--- config.mk ---
export PLATFORM = sky130hd
export DESIGN_NAME = ap_job_sequencer
export DESIGN_NICKNAME = d
export VERILOG_FILES = /design/src/rtl/ap_pkg.sv /design/src/rtl/ap_rsp_fifo.sv /design/src/rtl/ap_job_sequencer.sv
export SDC_FILE = /design/constraint.sdc
export NUM_CORES = 1
export LEC_CHECK = 0
export ABC_CLOCK_PERIOD_IN_PS = 3850
export CORE_ASPECT_RATIO = 1.1
export CORE_MARGIN = 2
export CORE_UTILIZATION = 30
export CTS_CLUSTER_DIAMETER = 40
export CTS_CLUSTER_SIZE = 30
export DETAILED_ROUTE_END_ITERATION = 10
export HOLD_SLACK_MARGIN = 0.02
export PLACE_DENSITY = 0.61
export REMOVE_ABC_BUFFERS = 1
export SYNTH_ARGS = -nofsm -noshare
export SYNTH_HDL_FRONTEND = slang
export SYNTH_HIERARCHICAL = 1
export SYNTH_SLANG_ARGS = --single-unit
--- constraint.sdc ---
create_clock -name clk -period 3.85 [get_ports clk]
set_clock_uncertainty 0.05 [all_clocks]
set_input_delay 0.77 -clock clk [delete_from_list [all_inputs] [get_ports clk]]
set_output_delay 0.77 -clock clk [all_outputs]
set_load 0.05 [all_outputs]
--- src/rtl/ap_pkg.sv ---
// ap_pkg: shared sizes, state/command/column encodings and clogb2 for the AP job sequencer.
package ap_pkg;
  function automatic int clogb2(input int v);
    int r;
    for (r = 0; v > 0; r++) v = v >> 1;
    return r;
  endfunction
  localparam int WORD_SIZE = 8;
  localparam int CELL_QUANT = 512;
  localparam int ADDR_W = clogb2(CELL_QUANT);
  localparam int RD_LAT = 2;
  localparam int IRQ_GUARD = 2;
  localparam int TIMEOUT_CYC = 4096;
  typedef enum logic [2:0] {IDLE, LOAD_A, LOAD_B, RUN, UNLOAD, DONE} state_t;
  localparam logic [2:0] CMD_OR = 3'd0, CMD_XOR = 3'd1, CMD_AND = 3'd2, CMD_NOT = 3'd3;
  localparam logic [2:0] CMD_ADD = 3'd4, CMD_SUB = 3'd5, CMD_MULT = 3'd6;
  localparam logic [1:0] COL_A = 2'd0, COL_B = 2'd1, COL_C = 2'd2;
endpackage

--- src/rtl/ap_rsp_fifo.sv ---
// ap_rsp_fifo: small synchronous FIFO holding core read data until the host accepts it.
module ap_rsp_fifo #(
  parameter int W = 8,
  parameter int DEPTH = 3,
  parameter int CW = $clog2(DEPTH + 1)
) (
  input  logic          clk,
  input  logic          rst_n,
  input  logic          push,
  input  logic [W-1:0]  din,
  input  logic          pop,
  output logic [W-1:0]  dout,
  output logic [CW-1:0] count
);
  localparam int PW = $clog2(DEPTH);
  logic [W-1:0] mem_q [DEPTH];
  logic [PW-1:0] wr_q, wr_d, rd_q, rd_d;
  logic [CW-1:0] count_q, count_d;
  logic do_push, do_pop;
  always_comb begin
    do_push = push && (count_q != CW'(DEPTH));
    do_pop = pop && (count_q != '0);
    wr_d = do_push ? (wr_q == PW'(DEPTH - 1) ? '0 : wr_q + 1'b1) : wr_q;
    rd_d = do_pop ? (rd_q == PW'(DEPTH - 1) ? '0 : rd_q + 1'b1) : rd_q;
    count_d = count_q + CW'(do_push) - CW'(do_pop);
  end
  always_ff @(posedge clk or negedge rst_n) begin
    if (!rst_n) begin
      wr_q <= '0;
      rd_q <= '0;
      count_q <= '0;
    end else begin
      wr_q <= wr_d;
      rd_q <= rd_d;
      count_q <= count_d;
    end
  end
  always_ff @(posedge clk) if (do_push) mem_q[wr_q] <= din;
  assign dout = mem_q[rd_q];
  assign count = count_q;
endmodule

--- src/rtl/ap_job_sequencer.sv ---
// ap_job_sequencer: loads operands into the AP core, runs it until IRQ, streams column C back.
// Define AP_TIMEOUT_EN to add a RUN watchdog that flags err and abandons the job.
module ap_job_sequencer
  import ap_pkg::*;
(
  input  logic                 clk,
  input  logic                 rst_n,
  input  logic                 start,
  input  logic [2:0]           cmd_in,
  input  logic                 dir_in,
  input  logic [ADDR_W-1:0]    last_idx,
  input  logic                 in_valid,
  output logic                 in_ready,
  input  logic [WORD_SIZE-1:0] in_data,
  output logic                 out_valid,
  input  logic                 out_ready,
  output logic [WORD_SIZE-1:0] out_data,
  output logic                 busy,
  output logic                 done,
  output logic                 err,
  output logic [ADDR_W-1:0]    ap_addr,
  output logic [WORD_SIZE-1:0] ap_data_in,
  output logic                 ap_write_en,
  output logic                 ap_read_en,
  output logic [1:0]           ap_sel_col,
  output logic [2:0]           ap_cmd,
  output logic                 ap_op_direction,
  output logic                 ap_sel_internal_col,
  output logic                 ap_mode,
  input  logic [WORD_SIZE-1:0] ap_data_out,
  input  logic                 ap_irq
);
  localparam int CW = $clog2(RD_LAT + 2);
  localparam int GW = $clog2(IRQ_GUARD + 1);
  state_t state_q, state_d;
  logic [ADDR_W-1:0] idx_q, idx_d, last_q, last_d;
  logic [2:0] cmd_q, cmd_d;
  logic [GW-1:0] guard_q, guard_d;
  logic [RD_LAT-1:0] vld_q, vld_d;
  logic [CW-1:0] fifo_count, inflight;
  logic dir_q, dir_d, issued_q, issued_d, busy_q, done_q, mode_q, beat, is_last;
`ifdef AP_TIMEOUT_EN
  localparam int TW = $clog2(TIMEOUT_CYC + 1);
  logic [TW-1:0] tmo_q, tmo_d;
  logic err_q, err_d;
  assign err = err_q;
`else
  assign err = 1'b0;
`endif
  assign in_ready = state_q == LOAD_A || state_q == LOAD_B;
  assign beat = in_valid && in_ready;
  assign is_last = idx_q == last_q;
  // Everything issued but not yet popped must fit in the FIFO when it lands.
  assign ap_read_en = state_q == UNLOAD && !issued_q &&
                      ({1'b0, fifo_count} + {1'b0, inflight} < (CW + 1)'(RD_LAT + 1));
  assign ap_write_en = beat;
  assign ap_addr = idx_q;
  assign ap_data_in = beat ? in_data : '0;
  assign ap_sel_col = state_q == UNLOAD ? COL_C : state_q == LOAD_B ? COL_B : COL_A;
  assign ap_cmd = cmd_q;
  assign ap_op_direction = dir_q;
  assign ap_sel_internal_col = 1'b0;
  assign ap_mode = mode_q;
  assign busy = busy_q;
  assign done = done_q;
  assign out_valid = fifo_count != '0;
  always_comb begin
    inflight = '0;
    for (int i = 0; i < RD_LAT; i++) inflight = inflight + CW'(vld_q[i]);
  end
  always_comb begin
    state_d = state_q;
    idx_d = idx_q;
    last_d = last_q;
    cmd_d = cmd_q;
    dir_d = dir_q;
    issued_d = issued_q;
    guard_d = state_q != RUN ? '0 : guard_q + GW'(guard_q != GW'(IRQ_GUARD));
    vld_d = RD_LAT'({vld_q, ap_read_en});
`ifdef AP_TIMEOUT_EN
    err_d = err_q;
    tmo_d = state_q == RUN ? tmo_q + 1'b1 : '0;
`endif
    case (state_q)
      IDLE: if (start) begin
        state_d = LOAD_A;
        idx_d = '0;
        last_d = last_idx;
        cmd_d = cmd_in;
        dir_d = dir_in;
`ifdef AP_TIMEOUT_EN
        err_d = 1'b0;
`endif
      end
      LOAD_A, LOAD_B: if (beat) begin
        idx_d = is_last ? '0 : idx_q + 1'b1;
        if (is_last) state_d = (state_q == LOAD_B || cmd_q == CMD_NOT) ? RUN : LOAD_B;
      end
      // A still-high flag from the previous job must not end this one.
      RUN: if (guard_q == GW'(IRQ_GUARD) && ap_irq) begin
        state_d = UNLOAD;
        issued_d = 1'b0;
      end
      UNLOAD: if (ap_read_en) begin
        idx_d = is_last ? '0 : idx_q + 1'b1;
        issued_d = is_last;
      end else if (issued_q && inflight == '0 && !out_valid) state_d = DONE;
      default: state_d = IDLE;
    endcase
`ifdef AP_TIMEOUT_EN
    if (state_q == RUN && state_d == RUN && tmo_q == TW'(TIMEOUT_CYC - 1)) begin
      state_d = DONE;
      err_d = 1'b1;
    end
`endif
  end
  always_ff @(posedge clk or negedge rst_n) begin
    if (!rst_n) begin
      state_q <= IDLE;
      idx_q <= '0;
      last_q <= '0;
      cmd_q <= '0;
      dir_q <= 1'b0;
      issued_q <= 1'b0;
      guard_q <= '0;
      vld_q <= '0;
      busy_q <= 1'b0;
      done_q <= 1'b0;
      mode_q <= 1'b0;
`ifdef AP_TIMEOUT_EN
      tmo_q <= '0;
      err_q <= 1'b0;
`endif
    end else begin
      state_q <= state_d;
      idx_q <= idx_d;
      last_q <= last_d;
      cmd_q <= cmd_d;
      dir_q <= dir_d;
      issued_q <= issued_d;
      guard_q <= guard_d;
      vld_q <= vld_d;
      busy_q <= state_d != IDLE;
      done_q <= state_d == DONE;
      mode_q <= state_d == RUN;
`ifdef AP_TIMEOUT_EN
      tmo_q <= tmo_d;
      err_q <= err_d;
`endif
    end
  end
  ap_rsp_fifo #(.W(WORD_SIZE), .DEPTH(RD_LAT + 1), .CW(CW)) u_fifo (
    .clk(clk),
    .rst_n(rst_n),
    .push(vld_q[RD_LAT-1]),
    .din(ap_data_out),
    .pop(out_ready),
    .dout(out_data),
    .count(fifo_count)
  );
endmodule

==> results of run 1 <==
[flip-flops by register name, indices dropped and copies added (netlist names)]
name and count:
ap_addr 10, ap_cmd 3, ap_mode 1, ap_op_direction 1, busy 1, done 1, guard_q 2, issued_q 1
last_q 10, state_q 3, u_fifo/count 2, u_fifo/mem_q 24, u_fifo/rd_q 2, u_fifo/wr_q 2, vld_q 2
[cell usage in the layout (no fill, tap or decap), drive strengths merged, types with 3 or more instances in the layout]
cell type and count:
a21oi 5, and2 4, and3 10, buf 6, clkbuf 9, clkdlybuf4s50 72
clkinvlp 3, dfrtp 41, edfxtp 24, ha 8, inv 11, mux2 18
mux2i 10, nand2 24, nand2b 3, nand3 5, nor2 7, nor2b 4
nor3 5, o21ai 18, or2 3, xnor2 3, xor2 10
[path summary, 6_finish.rpt]
path                             from              to  slack (ns)  cells past startpoint
min in group asynchronous       rst_n       last_q[1]        0.54                      1
hold reg to reg              vld_q[0]        vld_q[1]        0.37                      0
hold / removal               vld_q[0]        vld_q[1]        0.37                      0
max in group asynchronous       rst_n  u_fifo/rd_q[0]        2.62                      1
setup reg to reg             vld_q[0]      ap_addr[2]        1.19                      9
setup / recovery           state_q[1]     ap_write_en        0.44                      4
[power by group through the flow]
stage	combinational, mW	clock, mW	sequential, mW
finish	1.37	0.867	1.02
global route	1.48	0.914	1.05
CTS	1.38	0.889	1.03
detailed placement	1.38	0	1.04
global placement	1.36	0	1.03
floorplan	0.819	0	1.14
[stage by stage]
stage	setup slack (ns)	cell area, um2	util
after floorplan	0.792	3080	-
after global placement	0.608	4030	0.389
after detailed placement	0.580	4030	0.389
after CTS	0.429	4350	0.420
after global routing	0.249	4350	0.420
final	0.436	4350	0.420
[critical path, stage by stage (launching register included)]
cell	delay [ns]
dfrtp_1	0.49
xnor2_1	0.20
nor2_1	0.47
and2_1	0.27
clkdlybuf4s50_1	0.83
[per-layer routing]
layer  global-route usage  share of wire  up-vias
li1                     -              -     1066
met1                0.157           0.45     1056
met2                0.203           0.49       50
met3               0.0427          0.052        6
met4               0.0373         0.0096        0
met5                    0              0        -
[cell type report]
class                      count  area (um2)
timing repair buffer          78         763
sequential                    65        1750
multi-input combinational    170        1300
clock buffer                   9         225
clock inverter                 7        95.1
fill                         965        6000
inverter                      11        41.3
tap                          143         179
[cells by family after synthesis]
kind of cell	after synthesis
fa+ha+maj	9
other cells	1
buf+inv	25
compound gates	38
mux	28
simple gates	80
xor+xnor	13
flops	65
==> qor.txt, run 1 <==
Startpoint types - flop
Top cells by area, synth - dfrtp_1 32%, edfxtp_1 23%, mux2_2 5.7%
Starting Density - 0.306
Placed Cells - 467
FP Rows - 39
IO Pins - 77
Post-CTS Hold Buffers - 0
Setup TNS - 0 ns
Xor/xnor cell area share of the yosys netlist - 0.0360
Drt pass-1 iters - 4
Main synth FF type - dfrtp_1
Combinational share of power - 0.420
H-tree depth - 3
Sw frac - 0.401
Syn. warnings - 6
Clock Power Share - 0.266
Main combinational cell family by area after synthesis - simple AND/OR/NAND/NOR gates
Synth Area in Simple Gates - 0.145
Syn Inst Count - 259
ANT cells - 0
Die Ht - 112 um
Die width - 102 um
RSZ-0062 raised after global routing - false
Flops & latches, synth - 65
Compound-Gate Fraction of Synth Area - 0.0877
Worst hold slack - 0.372 ns
Clock buffer depth - 2
Via count - 2178
Power density over the cells - 749 mW/mm2
F_max - 0.293 GHz
NetSw - 1.30 mW
Post-synth EDFFs - 24
GR Util All Layers - 0.125
Vias in the first global route - 2234
Worst VDD drop - 0.000270 V
Via density - 4.51
Outcome - completed
Register area share after synthesis - 0.552
Reg power frac - 0.314
Synth top area share - 0.324
Rel. slew slack - 0.377
Top cell type by total area after synthesis - dfrtp_1
DRC marker count from the first detailed-route iteration - 76
Tmin final - 3.41 ns
Grt total ovfl - 0
Core Box Area - 0.0103 mm2
Antenna violations before repair - 0
Final hold vios - 0
DP HPWL - 4730 um
Share of layout cells above drive strength 1 - 0.159
CTS Buf Count - 9
Synth-to-layout area growth - 37.3%
CP arrival - 2.59 ns
Clock transition at path regs - 0.06 ns
Port bufs - 74
Mean area per synthesized cell - 12.2 um2
CTS tree - yes
Mux contribution to synthesized area - 0.0980
Non-filler instance count after layout - 483
Final setup fails - 0
Power, Total - 3.26 mW
Avg WL per Cell - 13.6 um
Max_cap viols - 0
Clock sinks - 65
Synth cell types - 52
Worst min path class - reg2reg
FFs w/ async S/R, synth - 0.631
Netlist Area Pre-Place - 0.00317 mm2
Setup bufs post-CTS - 0
Cell with the most instances after synthesis - dfrtp_1
Post-route clock period utilization - 0.887
PostCTS Resize Cnt - 0
Post-synthesis adder-cell area fraction - 0.0379
Worst Tran Pin Value - 0.934 ns
Total leakage power - 1.77 nW
First-pass GRT wire length - 11000 um
Critical path type - reg2out
GPL Wtd Cong - 0.731
Die area - 0.0114 mm2
Post-DRT Antenna Nets - 0
Fin nets - 380
Final wirelength - 6580 um
Post-route DRC - 0
Crit Path Max Fanout - 12
CP endpoint kind - output port
Top cells by instance count after synthesis - 41 x dfrtp_1, 24 x edfxtp_1, 23 x nand2_1
Largest net degree at the start of global routing - 42
Final Max Slew Viols - 0
Req. time, crit path - 3.03 ns
Worst-skew pair later-pin latency - 0.32 ns
Cell-internal power - 1.95 mW
Clock root buffer - clkbuf_16
No activity file was read; power rests on OpenSTA's default activity.
==> inputs of run 2 (changes only) <==
--- a/config.mk
+++ b/config.mk
@@ -13,6 +13,7 @@
 export CTS_CLUSTER_SIZE = 30
 export DETAILED_ROUTE_END_ITERATION = 10
 export HOLD_SLACK_MARGIN = 0.02
+export MAX_ROUTING_LAYER = met4
 export PLACE_DENSITY = 0.61
 export REMOVE_ABC_BUFFERS = 1
 export SYNTH_ARGS = -nofsm -noshare
==> run 2 against run 1 <==
  * Routed wire length hardly changed
  * Power hardly changed
  * Non-clock buffer count stayed put
  * Maximum frequency hardly changed
  * First-iteration DRC count is 21% lower
  * Sequential power hardly changed
  * Largest cell class unchanged
==> qor.txt, run 2 (synthesis results as in run 1) <==
Final wirelength - 6570 um
Post-CTS Hold Buffers - 0
Post-route DRC - 0
Fin nets - 380
Avg WL per Cell - 13.6 um
Die Ht - 112 um
Clock Power Share - 0.266
Worst hold slack - 0.372 ns
Die area - 0.0114 mm2
Final hold vios - 0
Synth-to-layout area growth - 37.3%
Post-DRT Antenna Nets - 0
Worst min path class - reg2reg
Power, Total - 3.26 mW
Combinational share of power - 0.420
H-tree depth - 3
PostCTS Resize Cnt - 0
Largest net degree at the start of global routing - 42
Final setup fails - 0
Clock transition at path regs - 0.06 ns
Largest reg by FF count - u_fifo/mem_q
Via count - 2186
Drt pass-1 iters - 4
GPL Wtd Cong - 0.739
Sw frac - 0.401
IO Pins - 77
Worst-skew pair later-pin latency - 0.32 ns
First-pass GRT wire length - 11000 um
Outcome - completed
Worst Setup Slack, final - 0.437 ns
Setup TNS - 0 ns
Non-filler instance count after layout - 483
Worst VDD drop - 0.000271 V
Max_cap viols - 0
Total leakage power - 1.77 nW
Clock sinks - 65
Grt total ovfl - 0
CTS Buf Count - 9
Req. time, crit path - 3.03 ns
Fillcell total - 965
Tmin final - 3.41 ns
Worst Tran Pin Value - 0.933 ns
GR Util All Layers - 0.129
Startpoint types - flop
Share of layout cells above drive strength 1 - 0.159
Crit Path Max Fanout - 12
Via density - 4.53
Power density over the cells - 750 mW/mm2
Commonest non-fill, non-tap cell in the layout - clkdlybuf4s50_1
DP HPWL - 4730 um
Antenna violations before repair - 0
Post-route clock period utilization - 0.887
Critical path type - reg2out
RSZ-0062 raised after global routing - false
Cell-internal power - 1.95 mW
DRC marker count from the first detailed-route iteration - 60
Setup bufs post-CTS - 0
Starting Density - 0.306
Core Box Area - 0.0103 mm2
Most frequent cells in the layout - 72 x clkdlybuf4s50_1, 41 x dfrtp_1, 24 x edfxtp_1, 23 x nand2_1, 17 x o21ai_0
ANT cells - 0
CP endpoint kind - output port
NetSw - 1.31 mW
Flip-flop count of the largest register after layout - 24
CTS tree - yes
Clock root buffer - clkbuf_16
Worst setup slack after placement - 0.580 ns
Final Max Slew Viols - 0
Die width - 102 um
Placed Cells - 467
Reg power frac - 0.314
Port bufs - 74
FP Rows - 39
F_max - 0.293 GHz
Rel. slew slack - 0.378
Clock buffer depth - 2
Vias in the first global route - 2226
CP arrival - 2.59 ns
==> run 2: cell counts in the layout (fill, tap and decap cells not counted) <==
Identical to the previous run, type by type.
==> run 2: routing by layer <==
layer,global-route usage,wire length [um],up-vias
met5,-,0,-
met4,0.0373,67,0
met3,0.0364,292,6
met2,0.203,3230,52
met1,0.161,2990,1062
li1,-,-,1066
==> run 2: worst paths after layout <==
kind	slack, ns	to	start	depth (start not counted)
worst min-delay path	0.37	vld_q[1]	vld_q[0]	0
min in group asynchronous	0.54	last_q[1]	rst_n	1
max in group asynchronous	2.62	u_fifo/rd_q[0]	rst_n	1
worst min register to register	0.37	vld_q[1]	vld_q[0]	0
worst max-delay path	0.44	ap_write_en	state_q[1]	4
worst max register to register	1.19	ap_addr[2]	vld_q[0]	9
==> run 2: cell type report <==
cell class / instances / area (um2) / share of cell area
Sequential cell: 65 / 1750 / 0.402
Clock inverter: 7 / 95.1 / 0.0219
Clock buffer: 9 / 225 / 0.0518
Inverter: 11 / 41.3 / 0.00950
Timing Repair Buffer: 78 / 763 / 0.176
Tap cell: 143 / 179 / 0.0412
Multi-Input combinational cell: 170 / 1300 / 0.298
==> run 2: stage by stage <==
step                cell area (um2)   util
floorplan                      3080      -
global placement               4030  0.389
detailed placement             4030  0.389
CTS                            4350  0.420
global route                   4350  0.420
finish                         4350  0.420
==> run 2: power groups by stage <==
stage / registers [mW] / clock network (mW) / logic, mW
floorplan: 1.14 / 0 / 0.819
global placement: 1.03 / 0 / 1.36
detailed placement: 1.04 / 0 / 1.38
CTS: 1.03 / 0.889 / 1.38
global route: 1.05 / 0.914 / 1.48
finish: 1.02 / 0.866 / 1.37
==> run 2: critical path, cell delays in order, from the launching register on <==
cell and delay [ns]:
dfrtp_1 0.49, xnor2_1 0.20, nor2_1 0.47, and2_1 0.27, clkdlybuf4s50_1 0.83
